==> src/rtl/seq_gen_pkg.sv <==
// Shared types and defaults for the multi-channel sequence generator.
package seq_gen_pkg;

  localparam int DEF_WIDTH = 32;
  localparam int DEF_NCH   = 4;
  localparam int MODE_W    = 2;

  typedef enum logic [MODE_W-1:0] {
    MODE_WRAP   = 2'd0,
    MODE_SAT    = 2'd1,
    MODE_BOUNCE = 2'd2,
    MODE_RSVD   = 2'd3
  } seq_mode_e;

  typedef struct packed {
    logic signed [DEF_WIDTH-1:0] start;
    logic signed [DEF_WIDTH-1:0] step;
    logic signed [DEF_WIDTH-1:0] lo;
    logic signed [DEF_WIDTH-1:0] hi;
    seq_mode_e                   mode;
  } seq_chan_cfg_t;

endpackage

==> src/rtl/seq_gen_next.sv <==
// Per-channel successor value: cur + step with WRAP / SATURATE / BOUNCE handling.
// BOUNCE (and step negation) exists only when SEQ_GEN_MC_BOUNCE_EN is defined.
module seq_gen_next
  import seq_gen_pkg::*;
#(
  parameter int WIDTH = DEF_WIDTH
) (
  input  logic signed [WIDTH-1:0] cur_i,
  input  logic signed [WIDTH-1:0] step_i,
  input  logic signed [WIDTH-1:0] min_i,
  input  logic signed [WIDTH-1:0] max_i,
  input  seq_mode_e               mode_i,
  output logic signed [WIDTH-1:0] next_o,
  output logic signed [WIDTH-1:0] next_step_o,
  output logic                    hit_done_o
);

  logic signed [WIDTH:0]   sum;
  logic signed [WIDTH:0]   min_x;
  logic signed [WIDTH:0]   max_x;
  logic                    over_hi;
  logic                    over_lo;
  logic signed [WIDTH-1:0] bound;
  logic                    at_bound;

  // one extra bit so cur + step never aliases
  assign sum      = {cur_i[WIDTH-1], cur_i} + {step_i[WIDTH-1], step_i};
  assign min_x    = {min_i[WIDTH-1], min_i};
  assign max_x    = {max_i[WIDTH-1], max_i};
  assign over_hi  = sum > max_x;
  assign over_lo  = sum < min_x;
  assign bound    = over_hi ? max_i : min_i;
  assign at_bound = (cur_i == bound);

`ifdef SEQ_GEN_MC_BOUNCE_EN
  localparam logic signed [WIDTH-1:0] MIN_INT = {1'b1, {(WIDTH-1){1'b0}}};
  localparam logic signed [WIDTH-1:0] MAX_INT = {1'b0, {(WIDTH-1){1'b1}}};

  logic signed [WIDTH-1:0] step_neg;
  logic signed [WIDTH:0]   refl;
  logic signed [WIDTH-1:0] refl_c;

  assign step_neg = (step_i == MIN_INT) ? MAX_INT : -step_i;
  assign refl     = {cur_i[WIDTH-1], cur_i} + {step_neg[WIDTH-1], step_neg};
  assign refl_c   = (refl > max_x) ? max_i : ((refl < min_x) ? min_i : refl[WIDTH-1:0]);
`endif

  // A bound is emitted once; the overshoot from a value already on the bound
  // terminates (SATURATE) or reflects (BOUNCE).
  always_comb begin
    next_o      = sum[WIDTH-1:0];
    next_step_o = step_i;
    hit_done_o  = 1'b0;
    if (over_hi || over_lo) begin
      if (mode_i == MODE_SAT) begin
        next_o     = bound;
        hit_done_o = at_bound;
      end
`ifdef SEQ_GEN_MC_BOUNCE_EN
      else if (mode_i == MODE_BOUNCE) begin
        next_step_o = step_neg;
        next_o      = at_bound ? refl_c : bound;
      end
`endif
      else begin
        next_o = step_i[WIDTH-1] ? max_i : min_i;
      end
    end
  end

endmodule

==> src/rtl/seq_gen_mc.sv <==
// NCH independent arithmetic sequences, round-robin onto one valid/ready stream.
// Build option: SEQ_GEN_MC_BOUNCE_EN enables mode 2 as BOUNCE (otherwise WRAP).
module seq_gen_mc
  import seq_gen_pkg::*;
#(
  parameter  int WIDTH = DEF_WIDTH,
  parameter  int NCH   = DEF_NCH,
  localparam int CHW   = $clog2(NCH)
) (
  input  logic                    clk,
  input  logic                    rst_n,
  input  logic                    cfg_we,
  input  logic [CHW-1:0]          cfg_ch,
  input  logic signed [WIDTH-1:0] cfg_start,
  input  logic signed [WIDTH-1:0] cfg_step,
  input  logic signed [WIDTH-1:0] cfg_min,
  input  logic signed [WIDTH-1:0] cfg_max,
  input  logic [1:0]              cfg_mode,
  input  logic [NCH-1:0]          enable,
  output logic                    out_valid,
  input  logic                    out_ready,
  output logic [CHW-1:0]          out_ch,
  output logic signed [WIDTH-1:0] out_value,
  output logic [NCH-1:0]          done
);

  logic signed [WIDTH-1:0] cur_q  [NCH];
  logic signed [WIDTH-1:0] cur_d  [NCH];
  logic signed [WIDTH-1:0] step_q [NCH];
  logic signed [WIDTH-1:0] step_d [NCH];
  logic signed [WIDTH-1:0] min_q  [NCH];
  logic signed [WIDTH-1:0] min_d  [NCH];
  logic signed [WIDTH-1:0] max_q  [NCH];
  logic signed [WIDTH-1:0] max_d  [NCH];
  seq_mode_e               mode_q [NCH];
  seq_mode_e               mode_d [NCH];
  logic [NCH-1:0]          done_q;
  logic [NCH-1:0]          done_d;

  logic signed [WIDTH-1:0] nxt    [NCH];
  logic signed [WIDTH-1:0] nstep  [NCH];
  logic                    hit    [NCH];

  logic [CHW-1:0]          rr_q;
  logic [CHW-1:0]          rr_d;
  logic                    out_valid_q;
  logic                    out_valid_d;
  logic [CHW-1:0]          out_ch_q;
  logic [CHW-1:0]          out_ch_d;
  logic signed [WIDTH-1:0] out_value_q;
  logic signed [WIDTH-1:0] out_value_d;

  logic                    accept;
  logic [NCH-1:0]          elig_d;
  logic                    hold;
  logic                    found;
  logic [CHW-1:0]          pick;
  int                      k;
  logic signed [WIDTH-1:0] start_clamped;

  assign accept        = out_valid_q & out_ready;
  assign start_clamped = (cfg_start < cfg_min) ? cfg_min :
                         ((cfg_start > cfg_max) ? cfg_max : cfg_start);

  for (genvar c = 0; c < NCH; c++) begin : g_next
    seq_gen_next #(.WIDTH(WIDTH)) u_next (
      .cur_i       (cur_q[c]),
      .step_i      (step_q[c]),
      .min_i       (min_q[c]),
      .max_i       (max_q[c]),
      .mode_i      (mode_q[c]),
      .next_o      (nxt[c]),
      .next_step_o (nstep[c]),
      .hit_done_o  (hit[c])
    );
  end

  // channel state: a cfg write overrides a same-cycle advance
  always_comb begin
    for (int c = 0; c < NCH; c++) begin
      cur_d[c]  = cur_q[c];
      step_d[c] = step_q[c];
      min_d[c]  = min_q[c];
      max_d[c]  = max_q[c];
      mode_d[c] = mode_q[c];
      done_d[c] = done_q[c];
      if (cfg_we && (cfg_ch == CHW'(c))) begin
        cur_d[c]  = start_clamped;
        step_d[c] = cfg_step;
        min_d[c]  = cfg_min;
        max_d[c]  = cfg_max;
        mode_d[c] = seq_mode_e'(cfg_mode);
        done_d[c] = 1'b0;
      end else if (accept && (out_ch_q == CHW'(c))) begin
        cur_d[c]  = nxt[c];
        step_d[c] = nstep[c];
        done_d[c] = done_q[c] | hit[c];
      end
    end
  end

  // presentation for next cycle, judged on the post-update channel state
  always_comb begin
    for (int c = 0; c < NCH; c++) begin
      elig_d[c] = enable[c] & ~done_d[c] & (min_d[c] <= max_d[c]);
    end
    hold  = out_valid_q & ~out_ready & elig_d[out_ch_q];
    rr_d  = rr_q;
    if (accept) begin
      rr_d = (out_ch_q == CHW'(NCH - 1)) ? '0 : out_ch_q + 1'b1;
    end
    found = 1'b0;
    pick  = '0;
    k     = 0;
    for (int i = 0; i < NCH; i++) begin
      k = int'(rr_d) + i;
      if (k >= NCH) begin
        k = k - NCH;
      end
      if (!found && elig_d[k]) begin
        found = 1'b1;
        pick  = CHW'(k);
      end
    end
    out_valid_d = 1'b0;
    out_ch_d    = out_ch_q;
    out_value_d = out_value_q;
    if (hold) begin
      out_valid_d = 1'b1;
      out_value_d = cur_d[out_ch_q];
    end else if (found) begin
      out_valid_d = 1'b1;
      out_ch_d    = pick;
      out_value_d = cur_d[pick];
    end
  end

  always_ff @(posedge clk or negedge rst_n) begin
    if (!rst_n) begin
      for (int c = 0; c < NCH; c++) begin
        cur_q[c]  <= '0;
        step_q[c] <= '0;
        min_q[c]  <= '0;
        max_q[c]  <= '0;
        mode_q[c] <= MODE_WRAP;
      end
      done_q      <= '0;
      rr_q        <= '0;
      out_valid_q <= 1'b0;
      out_ch_q    <= '0;
      out_value_q <= '0;
    end else begin
      for (int c = 0; c < NCH; c++) begin
        cur_q[c]  <= cur_d[c];
        step_q[c] <= step_d[c];
        min_q[c]  <= min_d[c];
        max_q[c]  <= max_d[c];
        mode_q[c] <= mode_d[c];
      end
      done_q      <= done_d;
      rr_q        <= rr_d;
      out_valid_q <= out_valid_d;
      out_ch_q    <= out_ch_d;
      out_value_q <= out_value_d;
    end
  end

  assign out_valid = out_valid_q;
  assign out_ch    = out_ch_q;
  assign out_value = out_value_q;
  assign done      = done_q;

endmodule

==> config.mk <==
export PLATFORM = sky130hd
export DESIGN_NAME = seq_gen_mc
export DESIGN_NICKNAME = d
export VERILOG_FILES = /design/src/rtl/seq_gen_pkg.sv /design/src/rtl/seq_gen_next.sv /design/src/rtl/seq_gen_mc.sv
export SDC_FILE = /design/constraint.sdc
export NUM_CORES = 2
export LEC_CHECK = 0
export CAP_MARGIN = 20
export CORE_MARGIN = 2
export CORE_UTILIZATION = 40
export DETAILED_ROUTE_END_ITERATION = 7
export GPL_TIMING_DRIVEN = 0
export PLACE_DENSITY = 0.56
export REMOVE_ABC_BUFFERS = 1
export SYNTH_ARGS = -nofsm -noshare
export SYNTH_HDL_FRONTEND = slang
export SYNTH_SLANG_ARGS = --single-unit
export TNS_END_PERCENT = 10
==> constraint.sdc <==
create_clock -name clk -period 18.61 [get_ports clk]
set_clock_uncertainty 0.05 [all_clocks]
set_input_delay 1.861 -clock clk [delete_from_list [all_inputs] [get_ports clk]]
set_output_delay 1.861 -clock clk [all_outputs]
set_load 0.05 [all_outputs]
==> metrics.md <==
| Metric | Value |
|---|---|
| Tightest hold margin | 0.427 ns |
| Mapped cell area | around 50000 µm² |
| Core footprint | between 100000 and 150000 µm² |
| Syn. warnings | 0 |
| Post-route minimum period | 12.77 ns |
| # IOs | approximately 180 |
| TritonCTS clock tree | built |
| All-Layer GR Usage | a little over two fifths |
| Worst Max-Slew Pin Slew | roughly 1.3 ns |
| Setup CP Type | reg2reg |
| Max H-tree Level | 3 |
| Worst setup margin | between 5 and 6 ns |
| Peak supply drop | 0.122 mV |
| Chip Width | around 360 µm |
| Cell mode on critical path | o31ai_1 |
| Number of CTS-inserted buffers | 77 |
| Hold_buf cts | 0 |
| Synth Flop Type | dfrtp_1 |
| Largest net degree at the start of global routing | around 110 |
| Critical path endpoint category | flop |
| Multi-input logic area | 32700 µm² |
| Outcome | complete, no violations |
| CP arrival | around 13 ns |
| Skew-Pair Late Insertion Delay | around 0.71 ns |
| Rows | roughly 130 |
| DRC Markers | 0 |
| Cells after Synth | around 6300 |
| Async S/R FF share, synth | 100% |
| Slew margin rel. | about 8.8% |
| Die H | around 360 µm |
| Port Buffers | about 180 |
| CTS root buf | clkbuf_16 |
| First-pass GRT wire length | around 380000 µm |
| CTS sink cnt | 561 |
| # Max-Cap Violations | 0 |
| Commonest non-fill, non-tap cell in the layout | nand2_1 |
| Seq/Total Area, Yosys | between 20% and 30% |
| Die ar. | around 130000 µm² |
| Most frequent cells in the layout | 951 x nand2_1, 631 x inv_1, 583 x ha_1 |
| Max Root-Sink Buffers | 3 |
| Dpl ws | around 6.3 ns |
| GPL Wtd Cong | 1.03 |
| Final-report hold violation count | 0 |
| Via density | around 6.4 |
| Nets | a little over 7000 |
| Wirelength per Cell | 34.1 µm |
| DRT Pass-1 Iters | 7 |
| Final Cycle Share | just under 70% |
| Clk slew on worst S/H paths | roughly 0.060 ns |
| Final setup violation count | 0 |
| Hold Path Class | reg2reg |
| Detailed-route via count | just over 50000 |
| Max Clk Rate | roughly 80 MHz |
| Req. time, crit path | 19.16 ns |
| Synth cell types | 91 |
| Startpoint class of the critical path | flop |
| Initial DRC Count | ~6600 |
| R2R setup slack | between 5 and 6 ns |
| Initial antenna violation count | 34 |
| Largest stage delay, worst path | roughly 1.0 ns |
| Vias in the first global route | 47600 |
| Design Power | between 0.01 and 0.015 W |
| Pins Over Slew Limit | 0 |
| # resized after CTS | 0 |
| Slowest cell on the critical path | a22oi_1 |
| Synth Register Bits | about 560 |
| P_leak | ~27 nW |
| Post-CTS setup buffer count | 0 |
| Area grow syn2layout | 14.8% |
| Fillers | 12600 |
| Syn avg cell area | between 7 and 8 µm² |
| Pwr dens | ~210 nW/µm² |
| Routed Wire Length | between 200000 and 300000 µm |
| CP Max Fanout | 35 |
| Antenna Nets Post-Route | 0 |
| Layout cells sized above 1 | between 5 and 6% |
| Register area | roughly 14000 µm² |
| Total grt overflow | 0 |
| Unrepaired setup endpoints after global routing | false |
| Starting Density | approximately two fifths |
| Number of synthesized flops with an enable pin | 0 |
| DP HPWL | 215000 µm |
[power by group]
| group | leakage, nW | switching [W] | internal, W |
|---|---|---|---|
| clock network | 1.21 | 0.000653 | 0.000867 |
| logic | 18.9 | 0.00553 | 0.00302 |
| registers | 6.86 | 0.000608 | 0.00154 |
[kinds of logic (layout without fill, tap and decap cells)]
logic type,Yosys count,in the layout,share of synthesized area [%]
DFF,561,561,28.2
muxes,195,195,4.62
buffers and inverters,901,1044,6.90
xor gates and xnor gates,197,197,3.47
other,0,25,0
adders and majority gates,587,587,14.8
AOI/OAI and AO/OA,1861,1861,24.2
and+or+nand+nor,1971,1971,17.8
[cells in the mapped netlist (all sizes together), types with 11 or more instances]
cell / instances / area, µm²
a22oi: 28 / 210
clkbuf: 212 / 796
or2: 26 / 165
buf: 57 / 264
nor2: 387 / 1460
a221oi: 34 / 298
o211ai: 144 / 1080
a211o: 27 / 236
nand2b: 53 / 332
a22o: 16 / 140
o21ai: 463 / 2320
nor2b: 41 / 257
a221o: 13 / 130
nand4: 103 / 644
mux2i: 143 / 1430
o31ai: 25 / 188
mux2: 27 / 304
o221ai: 24 / 210
and2: 15 / 93.8
a211oi: 105 / 793
o2111ai: 26 / 228
a21o: 188 / 1410
mux4: 25 / 563
a2111oi: 25 / 220
a21oi: 433 / 2170
a2bb2oi: 11 / 96.3
a31oi: 39 / 244
o21bai: 24 / 180
nand2: 953 / 3580
nor3: 111 / 566
inv: 631 / 2370
or3: 20 / 125
dfrtp: 561 / 14000
and3: 46 / 288
o2bb2ai: 12 / 105
and4: 14 / 123
xnor2: 121 / 1060
xor2: 76 / 666
nand3: 125 / 626
o21a: 42 / 315
nor4: 34 / 249
ha: 583 / 7290
o22ai: 70 / 438
[state kept, by name, summed over array words and instances, names as in the netlist]
name,cells
cur_q,128
max_q,128
min_q,128
step_q,128
out_value,32
mode_q,8
done,4
out_ch,2
rr_q,2
out_valid,1
[layout make-up]
cell class	instances	area share, %
diodes	25	0.109
clock buffers	113	3.96
clock inverters	20	0.313
inverters	632	4.15
multi-input cells	4811	57.2
flip-flops and latches	561	24.6
well taps	1637	3.58
repair buffers	279	6.15
[layer usage]
layer / GRT usage (%) / routed length, µm / up-vias
li1: - / - / 22700
met1: 56.9 / 112000 / 25300
met4: 29.7 / 22300 / 20
met5: 0 / 143 / -
met3: 12.7 / 31600 / 579
met2: 58.6 / 109000 / 3046
[path summary, 6_finish.rpt]
| path | from | end | cells past startpoint |
|---|---|---|---|
| worst min register to register | mode_q[7] | mode_q[7] | 2 |
| max in group asynchronous | rst_n | mode_q[6] | 3 |
| min in group asynchronous | rst_n | step_q[71] | 1 |
| worst min-delay path | mode_q[7] | mode_q[7] | 2 |
| worst max register to register | cur_q[32] | out_value[17] | 33 |
| worst max-delay path | cur_q[32] | out_value[17] | 33 |
[through the flow]
| stage | cells | utilization (%) | area, µm² | TNS [ns] |
|---|---|---|---|---|
| 5_1_grt | 8055 | 46.2 | 57100 | 0 |
| 4_1_cts | 8049 | 46.1 | 57000 | 0 |
| 6_report | 8078 | 46.2 | 57100 | 0 |
| 2_1_floorplan | 6004 | - | 48700 | 0 |
| 3_3_place_gp | 7819 | 42.5 | 52500 | -7575.31 |
| 3_5_place_dp | 7916 | 44.1 | 54600 | 0 |
[critical path, delay by kind of cell (launching register included)]
family          cells  cell delay (ns)
compound gates     19             6.93
fa+ha+maj           3             1.63
buf+inv             4             1.71
flops               1             0.43
mux                 1             0.28
simple gates        6             1.57
No activity file was read; power rests on OpenSTA's default activity.
